$ cat config.mk
export PLATFORM = sky130hd
export DESIGN_NAME = accel_host_driver
export DESIGN_NICKNAME = d
export VERILOG_FILES = /design/src/rtl/accel_host_driver.sv
export SDC_FILE = /design/constraint.sdc
export NUM_CORES = 1
export LEC_CHECK = 0
export CAP_MARGIN = 25
export CORE_AREA = 2 2 172 174
export CTS_CLUSTER_SIZE = 30
export DETAILED_ROUTE_END_ITERATION = 10
export DIE_AREA = 0 0 174 176
export PLACE_DENSITY = 0.63
export SLEW_MARGIN = 15
export SYNTH_ARGS = -nofsm -noshare
export SYNTH_HDL_FRONTEND = slang
export SYNTH_SLANG_ARGS = --single-unit
$ cat constraint.sdc
create_clock -name clk -period 3.5 [get_ports clk]
set_input_delay 1.05 -clock clk [delete_from_list [all_inputs] [get_ports clk]]
set_output_delay 1.05 -clock clk [all_outputs]
set_load 0.05 [all_outputs]
$ cat src/rtl/accel_host_driver.sv
// Host-side job sequencer for an array-based kernel. Loads a job into the
// kernel's control array from an input stream, kicks the kernel, waits
// (bounded) for completion, then drains the array back out as a stream.
module accel_host_driver #(
  parameter int AW      = 10,
  parameter int DW      = 64,
  parameter int DEPTH   = 1000,
  parameter int TIMEOUT = 65536
) (
  input  logic                 clk,
  input  logic                 rst_n,
  input  logic                 start,
  input  logic [AW-1:0]        len,
  input  logic [AW-1:0]        init_i,
  input  logic signed [DW-1:0] init_acc,
  output logic                 busy,
  output logic                 done,
  output logic                 err,
  output logic                 result,
  input  logic                 in_valid,
  output logic                 in_ready,
  input  logic [DW-1:0]        in_data,
  output logic                 out_valid,
  input  logic                 out_ready,
  output logic [DW-1:0]        out_data,
  output logic                 out_last,
  output logic                 k_r_enable,
  output logic [AW-1:0]        k_init_i,
  output logic signed [DW-1:0] k_init_acc,
  output logic                 k_controlArr,
  output logic                 k_controlArrWEnable_a,
  output logic [AW-1:0]        k_controlArrAddr_a,
  output logic [DW-1:0]        k_controlArrWData_a,
  input  logic [DW-1:0]        k_controlArrRData_a,
  input  logic                 k_w_enable,
  input  logic                 k_result
);

  localparam int            TW      = $clog2(TIMEOUT + 1);
  localparam logic [AW-1:0] DEPTH_W = AW'(DEPTH);
  localparam logic [TW-1:0] T_LAST  = TW'(TIMEOUT - 1);

  typedef enum logic [2:0] {
    S_IDLE, S_LOAD, S_KICK, S_WAIT, S_RADDR, S_RCAPT, S_ROUT, S_FIN
  } state_t;

  state_t               state;
  logic [AW-1:0]        cnt;
  logic [AW-1:0]        len_q;
  logic [AW-1:0]        init_i_q;
  logic signed [DW-1:0] init_acc_q;
  logic [TW-1:0]        tcnt;
  logic                 err_q;
  logic                 result_q;
  logic [DW-1:0]        rdata_q;
  logic [AW-1:0]        len_c;
  logic                 is_last;

  // Jobs longer than the kernel array are truncated to the array size.
  assign len_c   = (len > DEPTH_W) ? DEPTH_W : len;
  assign is_last = (cnt == len_q - AW'(1));

  // All status/kernel controls decode from registered state; only the write
  // strobe follows in_valid so the word is written in its handshake cycle.
  assign busy                  = (state != S_IDLE);
  assign done                  = (state == S_FIN);
  assign err                   = err_q;
  assign result                = result_q;
  assign in_ready              = (state == S_LOAD) && (cnt < len_q);
  assign out_valid             = (state == S_ROUT);
  assign out_data              = rdata_q;
  assign out_last              = (state == S_ROUT) && is_last;
  assign k_r_enable            = (state == S_KICK);
  assign k_init_i              = init_i_q;
  assign k_init_acc            = init_acc_q;
  assign k_controlArr          = (state == S_LOAD) || (state == S_RADDR) ||
                                 (state == S_RCAPT) || (state == S_ROUT);
  assign k_controlArrWEnable_a = in_ready && in_valid;
  assign k_controlArrAddr_a    = cnt;
  assign k_controlArrWData_a   = in_data;

  // Job sequencer: load -> kick -> bounded wait -> read/capture/emit per word.
  always_ff @(posedge clk or negedge rst_n) begin
    if (!rst_n) begin
      state      <= S_IDLE;
      cnt        <= '0;
      len_q      <= '0;
      init_i_q   <= '0;
      init_acc_q <= '0;
      tcnt       <= '0;
      err_q      <= 1'b0;
      result_q   <= 1'b0;
      rdata_q    <= '0;
    end else begin
      case (state)
        S_IDLE: begin
          if (start) begin
            len_q      <= len_c;
            init_i_q   <= init_i;
            init_acc_q <= init_acc;
            cnt        <= '0;
            err_q      <= 1'b0;
            result_q   <= 1'b0;
            state      <= (len_c == '0) ? S_KICK : S_LOAD;
          end
        end
        S_LOAD: begin
          if (in_ready && in_valid) cnt <= cnt + AW'(1);
          if (cnt == len_q) state <= S_KICK;
        end
        S_KICK: begin
          tcnt  <= '0;
          state <= S_WAIT;
        end
        S_WAIT: begin
          if (k_w_enable) begin
            result_q <= k_result;
            cnt      <= '0;
            state    <= (len_q == '0) ? S_FIN : S_RADDR;
          end else if (tcnt == T_LAST) begin
            err_q <= 1'b1;
            state <= S_FIN;
          end else begin
            tcnt <= tcnt + TW'(1);
          end
        end
        S_RADDR: state <= S_RCAPT;
        S_RCAPT: begin
          // Array has one cycle of read latency from the RADDR address.
          rdata_q <= k_controlArrRData_a;
          state   <= S_ROUT;
        end
        S_ROUT: begin
          if (out_ready) begin
            cnt   <= cnt + AW'(1);
            state <= is_last ? S_FIN : S_RADDR;
          end
        end
        S_FIN:   state <= S_IDLE;
        default: state <= S_IDLE;
      endcase
    end
  end

endmodule

* Yosys cells after proc, flatten, opt, wreduce, memory -nomap -nowiden
Index checks and enable logic that the tools add are counted.
** Operators by class
- Reductions and logical operators :: 19
- $add $sub $neg :: 3
- Order comparisons :: 2
- Eq/ne operators :: 19
- Muxes and demuxes :: 24
** Operators by type and width (count)
- $mux 10 :: 5
- $pmux 10 s4 :: 1
- $mux 17 :: 2
- $pmux 17 s2 :: 1
- $pmux 3 s8 :: 1
- $eq 10x10->1 :: 2
- $logic_not 10->1 :: 2
- $add 17x1->17 const B :: 1
- $eq 17x16->1 const B :: 1
- $mux 3 :: 5
- $eq 3x3->1 const B :: 4
- $ne 2x2->1 const B :: 6
- $add 10x1->10 const B :: 1
- $gt 10x10->1 const B :: 1
- $lt 10x10->1 :: 1
- $sub 10x1->10 const B :: 1
- $reduce_and 4->1 :: 2
- $eq 3x2->1 const B :: 2
- $mux 2 :: 3
- $reduce_and 3->1 :: 2
- $reduce_and 5->1 :: 1
- $mux 1 :: 4
- $ne 2x1->1 const B :: 2
- $pmux 1 s2 :: 2
- 9 further kinds :: 14
** Storage, ports and cells
- Bits of input ports :: 219
- Output and inout bits :: 222
- Register bits :: 180
- Word-level logic and storage cells :: 76

* Depth between registers and ports, before layout
Gate-level depths: netlist (run 1).
- Depth after elaboration :: 6
- Depth in mapped cells :: 11
- Gate-level depth less buffers :: 11

* Worst setup path after synthesis (run 1)
Ideal clock, no wire load.
- Kind :: register to output
- From :: register cnt[7] (netlist: k_controlArrAddr_a[7])
- To :: output k_controlArrWEnable_a
- Path slack :: -244 ps
- Cell stages (with the launch flop) :: 7
- Data required time :: 2450 ps
- Arrival time :: 2694 ps
- Buffers on the path :: 0
- Cells stage by stage :: dfrtp_1 -> ha_1 -> a21o_1 -> a21o_1 -> a221oi_1 -> and3_1 -> and2_1
** Between the ends
- Word-level cells in the longest chain between the ends :: 3
** Ends and longest elaborated chain
- from (decl) :: RTL line 48 : logic [AW-1:0] cnt;
- from (signal assigned) :: RTL line 108 : if (in_ready && in_valid) cnt <= cnt + AW'(1);
- from (signal assigned) :: RTL line 135 : cnt <= cnt + AW'(1);
- $lt 10x10->1 :: RTL line 69 : assign in_ready = (state == S_LOAD) && (cnt < len_q);
- $logic_and 1x1->1 :: RTL line 69
- named net in_ready :: RTL line 21 : output logic in_ready,
- $logic_and 1x1->1 :: RTL line 78 : assign k_controlArrWEnable_a = in_ready && in_valid;
- to (decl) :: RTL line 31 : output logic k_controlArrWEnable_a,
The timed path passes the listed nets, and every way through them passes these cells.

* Worst setup path after layout (run 1)
- From :: register len_q[1]
- To :: output out_last
** Between the ends
- Word-level cells in the longest chain between the ends :: 3
** Ends and longest elaborated chain
- from (decl) :: RTL line 49 : logic [AW-1:0] len_q;
- from (signal assigned) :: RTL line 98 : len_q <= len_c;
- $sub 10x1->10 :: RTL line 61 : assign is_last = (cnt == len_q - AW'(1));
- $eq 10x10->1 :: RTL line 61
- $logic_and 1x1->1 :: RTL line 72 : assign out_last = (state == S_ROUT) && is_last;
- to (decl) :: RTL line 26 : output logic out_last,
Every way passes these cells.

==> results of run 1 <==
critical path, stage by stage (launching register included):
cell	delay (ns)
dfrtp_1	0.39
inv_2	0.09
ha_4	0.14
or4b_4	0.49
buf_6	0.15
nor3_4	0.11
o32ai_2	0.10
a21oi_2	0.16
o2111ai_2	0.17
inv_2	0.12
buf_12	0.14
metrics by stage:
step | setup slack, ns | setup TNS [ns] | total power, W
3_3_place_gp | 0.208 | 0 | 0.0105
2_1_floorplan | 0.0296 | 0 | 0.00823
3_5_place_dp | 0.165 | 0 | 0.0106
4_1_cts | -0.0429 | -0.0429 | 0.0128
6_report | -0.0400 | -0.0400 | 0.0127
5_1_grt | -0.153 | -0.177 | 0.0134
layer usage:
layer  track usage (%)  up-vias
li1                  -     3217
met1              18.3     3245
met2              25.8      259
met3              6.48       51
met4              5.85        0
met5                 0        -
worst paths after layout:
| path | startpoint | endpoint | slack (ns) | cells after the start |
|---|---|---|---|---|
| max | len_q[1]$_DFFE_PN0P_ | out_last | -0.04 | 10 |
| max in group asynchronous | rst_n | k_controlArrAddr_a[6]$_DFFE_PN0P_ | 2.12 | 2 |
| min in group asynchronous | rst_n | k_controlArrAddr_a[3]$_DFFE_PN0P_ | 0.61 | 1 |
| min reg2reg | k_init_acc[2]$_DFFE_PN0P_ | k_init_acc[2]$_DFFE_PN0P_ | 0.47 | 2 |
| min | k_init_acc[2]$_DFFE_PN0P_ | k_init_acc[2]$_DFFE_PN0P_ | 0.47 | 2 |
| max reg2reg | tcnt[6]$_DFFE_PN0P_ | tcnt[15]$_DFFE_PN0P_ | 0.83 | 12 |
area by class of cell:
type	instances	area [um^2]
Clock inverter	14	195
Fill cell	2788	16100
Sequential cell	180	4510
Inverter	22	82.6
Multi-Input combinational cell	526	3240
Antenna cell	1	2.50
Tap cell	384	480
Clock buffer	18	429
Timing Repair Buffer	346	3460
placed cells by master, fill, tap and decap left out, types with 7 or more instances in the layout:
master           synthesis  final
a21oi_1                 16     15
buf_12                   0      7
buf_4                   64     30
clkbuf_16                0     17
clkdlybuf4s50_1          0    307
dfrtp_1                180    176
ha_1                    14     11
inv_1                   21     18
mux2_2                  66     66
nand2_1                245    244
nand3_1                 12     11
nand4_1                  8      8
nor2_1                  23     23
nor3_1                  16     13
o21ai_0                 23     23
o31ai_1                  7      7
or3_1                   11     11
xnor2_1                 15     15
xor2_1                  12     12
registers in the layout, summed over array words and instances (netlist names):
name                cells
result                  1
k_init_i               10
err                     1
k_init_acc             64
state                   3
out_data               64
len_q                  10
tcnt                   17
k_controlArrAddr_a     10
synthesized netlist by cell type (2+ instances only):
master	count
nand2_1	245
dfrtp_1	180
mux2_2	66
buf_4	64
clkbuf_1	28
nor2_1	23
o21ai_0	23
inv_1	21
a21oi_1	16
nor3_1	16
xnor2_1	15
ha_1	14
nand3_1	12
xor2_1	12
or3_1	11
nand4_1	8
o31ai_1	7
a31oi_1	6
and3_1	6
a22o_1	5
a21o_1	3
and2_1	3
buf_1	3
nand2b_1	3
or4_1	3
a211oi_1	2
a311o_1	2
and4_1	2
buf_2	2
nor2b_1	2
nor4b_1	2
o21bai_1	2
repair_timing:
item                                    4_1_cts  5_1_grt
setup buffers                                 5        4
endpoints found under the setup margin        2        2
pin swaps                                     6        7
resized for setup                            13        9
power by group through the flow:
| stage | clock network [W] | logic [W] | registers (W) |
|---|---|---|---|
| finish | 0.00206 | 0.00718 | 0.00350 |
| CTS | 0.00212 | 0.00717 | 0.00350 |
| global route | 0.00220 | 0.00757 | 0.00363 |
| global placement | 0 | 0.00704 | 0.00348 |
| detailed placement | 0 | 0.00708 | 0.00351 |
| floorplan | 0 | 0.00207 | 0.00616 |
cells by family (layout without fill, tap and decap cells):
family	after synthesis	count (layout)	synth area share (%)
simple gates	344	344	17.8
mux	66	66	8.91
compound gates	75	75	5.97
fa+ha+maj	14	14	2.10
xor+xnor	27	27	2.84
flops	180	180	54.0
other cells	0	1	0
buf+inv	120	400	8.40
==> flow_metrics.tcl, run 1 <==
set metrics [dict create \
    run_status "complete, but fails checks" \
    failed_checks "negative setup slack" \
    vdd.ir_drop.worst_v 0.000554 \
    grt_pass1_vias 6879 \
    nNetsFinal 1326 \
    ctsRootBufferMaster "clkbuf_16" \
    post_drt_wl_per_cell_um 16.2 \
    finalSetupViolCount 1 \
    yosys_most_used_dff "dfrtp_1" \
    dr_total_vias 6772 \
    cts_max_path_buffers 2 \
    clock_skew_ns 0.0147 \
    drc 0 \
    minimum_period_implied_by_the_final_worst_setup_slack_ns 3.54 \
    detailedPlacementHpwl_um 17500 \
    wl_met3_um 2000 \
    cellLeakagePower_nw 5.47 \
    report.final.hold_viol_count 0 \
    ratio_of_total_power_to_cell_area_nw_per_um2 1030 \
    p_sw_w 0.00603 \
    pre_antenna_drt_iters 5 \
    placed_cell_area_um2 11600 \
    critical_path_arrival_ns 2.49 \
    power.combinational.fraction_pct 56.4 \
    ant_nets 0 \
    cp-start-kind "register" \
    cts_tree "built" \
    placed_instances 1449 \
    critical_path_peak_fanout 3 \
    post-route-worst-setup-slack_ns -0.0400 \
    crit_path_end_kind "output port" \
    flow.area_growth_from_synthesis_pct 48.7 \
    post_cts_hold_buffer_count 0 \
    globalplace.congestion 0.847 \
    portBuffers 312 \
    cts_buffers 17 \
    fin_cells 1491 \
    viasPerCell 4.54 \
    ratio_of_cells_with_drive_above_1_in_the_final_layout_pct 15.1 \
    global_route.overflow_total 0 \
    edff_count_synth 0 \
    grt_pass1_wl_um 37500 \
    synthDominantAreaCellType "dfrtp_1" \
    cts-htree-levels 4 \
    maxSlewViolCount 0 \
    grt_start_max_net_pins 68 \
    clockPowerShare_pct 16.1 \
    rsz_0062_raised_after_global_routing "yes" \
    dr.max_layer_used "met4" \
    die_area_um2 30600 \
    worst_hold_path_type "register to register" \
    async_reset_ff_share_pct 100 \
    drt_wl_total_um 24100 \
    worst-setup-path-type "register to output port" \
    first_iter_violations 307 \
    tightestPinTransition_ns 1.02 \
    synth_area_leaders "dfrtp_1 54%, nand2_1 11%, mux2_2 8.9%, buf_4 5.8%, ha_1 2.1%" \
    global_route.usage.total_pct 15.7 \
    postLayoutCoreUtil_pct 43.4 \
    synth_fp_nets 1059 \
    floorplan.core_area_um2 28500 \
    cts.reportedPaths.clkPinSlew_ns 0.07 \
    core.rowCount 62 \
    die_w_um 174 \
    stdcell_area_um2 12400 \
    die_h_um 176 \
    slew_headroom_pct 31.7 \
    yosysTopAreaCellShare_pct 54.0 \
    route.met2.wl_um 11800 \
    ys_seq_elements 180 \
    reg_power_share_pct 27.4 \
    critPathRequiredTime_ns 2.45 \
    drv_cap 0 \
    post_route_worst_hold_slack_ns 0.472 \
    final.period_utilization_pct 101 \
    power_report.internal_total_w 0.00670 \
    switching_share_pct 47.4 \
    initial_antenna_violation_count 0 \
    floorplan.initialDensity_pct 29.2 \
    synth_seq_area_share_pct 54.0 \
    post_syn_area_per_cell_um2 10.1 \
    io-pin-count 441 \
    synth.cell_area_um2 8340 \
    ys_types 51 \
    worst_skew_pair.late_latency_ns 0.44 \
    wl_met1_um 9670 \
    synth_cells 826 \
    max_freq_mhz 282 \
    total_clock_sinks 180 \
    synthesis.yosys.warnings 0 \
]
Power figures use the tool's default switching activity.
==> run 2, diff against run 1 <==
CAP_MARGIN = default   (was 25)
==> results of run 2 <==
The final DEF is identical to that of run 1; final timing and power are the same.
==> run 3, diff against run 2 <==
--- a/config.mk
+++ b/config.mk
@@ -8,3 +8,2 @@
 export CORE_AREA = 2 2 172 174
-export CTS_CLUSTER_SIZE = 30
 export DETAILED_ROUTE_END_ITERATION = 10
--- a/constraint.sdc
+++ b/constraint.sdc
@@ -3,2 +3,2 @@
 set_output_delay 1.05 -clock clk [all_outputs]
-set_load 0.05 [all_outputs]
+set_load 0.1 [all_outputs]
==> flow_metrics.tcl, run 3 (synthesis gave the netlist of run 1 again) <==
set metrics [dict create \
    run_status "complete, but fails checks" \
    failed_checks "negative setup slack" \
    drt_wl_total_um 24100 \
    drv_cap 0 \
    postLayoutCoreUtil_pct 41.9 \
    critical_path_arrival_ns 2.64 \
    rsz_0062_raised_after_global_routing "yes" \
    most-common-layout-cells "244 x nand2_1, 179 x buf_4, 169 x dfrtp_1, 153 x clkdlybuf4s50_1, 66 x mux2_2" \
    initial_antenna_violation_count 0 \
    cts-htree-levels 4 \
    finalSetupViolCount 1 \
    grt_start_max_net_pins 72 \
    nNetsFinal 1322 \
    grt_pass1_wl_um 37800 \
    cp-start-kind "register" \
    maxSlewViolCount 0 \
    crit_path_end_kind "output port" \
    portBuffers 312 \
    post_cts_hold_buffer_count 0 \
    global_route.overflow_total 0 \
    first_iter_violations 323 \
    cts_buffers 17 \
    dr_total_vias 6722 \
    floorplan.initialDensity_pct 29.2 \
    worst_skew_pair.late_latency_ns 0.43 \
    minimum_period_implied_by_the_final_worst_setup_slack_ns 3.69 \
    cts_max_path_buffers 2 \
    ant_nets 0 \
    global_route.usage.total_pct 15.7 \
    core.rowCount 62 \
    tightestPinTransition_ns 1.05 \
    critPathRequiredTime_ns 2.45 \
    clock_skew_ns 0.00761 \
    antenna-diode-count 0 \
    pre_antenna_drt_iters 4 \
    ratio_of_cells_with_drive_above_1_in_the_final_layout_pct 29.2 \
    drc 0 \
    cts_tree "built" \
    groute.layer.met2.usage_pct 25.7 \
    fill_cells 2819 \
    slew_headroom_pct 30.0 \
    gr-max-usage-layer "met2" \
    floorplan.core_area_um2 28500 \
    die_h_um 176 \
    grt_pass1_vias 6951 \
    max_freq_mhz 271 \
    layout_commonest_cell "nand2_1" \
    worst_hold_path_type "register to register" \
    ctsRootBufferMaster "clkbuf_16" \
    viasPerCell 4.52 \
    cts.reportedPaths.clkPinSlew_ns 0.07 \
    critical_path_peak_fanout 4 \
    total_clock_sinks 180 \
    io-pin-count 441 \
    flow.area_growth_from_synthesis_pct 43.4 \
    post_drt_wl_per_cell_um 16.2 \
    final.period_utilization_pct 105 \
    report.final.hold_viol_count 0 \
    grtUsageMet3_pct 5.68 \
    post-route-worst-setup-slack_ns -0.187 \
    globalplace.congestion 0.805 \
    detailedPlacementHpwl_um 17600 \
    use_met1_pct 19.1 \
    die_area_um2 30600 \
    worst-setup-path-type "register to output port" \
    die_w_um 174 \
]
==> run 3: changes by cell type in the layout (fill, tap and decap cells not counted), moves of 2 or more <==
| cell | delta |
|---|---|
| buf_4 | +149 |
| clkbuf_1 | +2 |
| clkdlybuf4s50_1 | -154 |
| dfrtp_1 | -7 |
| dfrtp_2 | +7 |
| inv_1 | -2 |
==> run 3: layout make-up <==
type                    count  area, um^2  area share, %
clock inverters            11         141           1.18
clock buffers              21         450           3.77
multi-input cells         526        3220           27.0
flip-flops and latches    180        4520           37.8
repair buffers            342        3060           25.6
well taps                 384         480           4.02
inverters                  22        86.3          0.722
==> run 3: what timing repair did <==
action / CTS / global route
pin swaps: 6 / 5
gates resized for setup: 11 / 8
setup endpoints to repair: 2 / 2
buffers inserted: 6 / 2
==> run 3: path summary, 6_finish.rpt <==
path / start / end / slack (ns) / cells past startpoint
max: len_q[0]$_DFFE_PN0P_ / out_last / -0.19 / 9
min: k_init_i[4]$_DFFE_PN0P_ / k_init_i[4]$_DFFE_PN0P_ / 0.48 / 2
max reg2reg: tcnt[6]$_DFFE_PN0P_ / state[2]$_DFFE_PN0P_ / 0.80 / 9
min reg2reg: k_init_i[4]$_DFFE_PN0P_ / k_init_i[4]$_DFFE_PN0P_ / 0.48 / 2
max in group asynchronous: rst_n / len_q[6]$_DFFE_PN0P_ / 2.23 / 2
min in group asynchronous: rst_n / k_controlArrAddr_a[3]$_DFFE_PN0P_ / 0.49 / 1
==> run 3: critical path, cell delays in order (launching register included) <==
cell	delay, ns
dfrtp_1	0.39
inv_2	0.08
ha_4	0.15
or4b_4	0.49
a2111oi_4	0.25
o32ai_2	0.14
a21oi_2	0.17
o2111ai_2	0.20
clkinvlp_4	0.16
buf_12	0.17
==> run 3: metal layers <==
layer / routed length, um / part of all wire (%) / up-vias
met2: 11700 / 48 / 218
met3: 1800 / 7.5 / 34
met4: 481 / 2.0 / 0
met5: 0 / 0 / -
li1: - / - / 3198
met1: 10100 / 42 / 3272
==> run 3: metrics by stage <==
stage / setup WS, ns / cell area, um^2 / setup TNS (ns) / hold WS (ns) / instances
2_1_floorplan: -0.117 / 8360 / -0.117 / 0.466 / 826
3_3_place_gp: 0.0748 / 11200 / 0 / 0.459 / 1446
5_1_grt: -0.324 / 12000 / -0.325 / 0.485 / 1486
3_5_place_dp: 0.00166 / 11200 / 0 / 0.463 / 1446
6_report: -0.187 / 12000 / -0.187 / 0.476 / 1486
4_1_cts: -0.142 / 11900 / -0.142 / 0.479 / 1484
Power of run 3 is not shown: default switching activity piles up to over one toggle a cycle in this logic, so the estimate is an artifact.
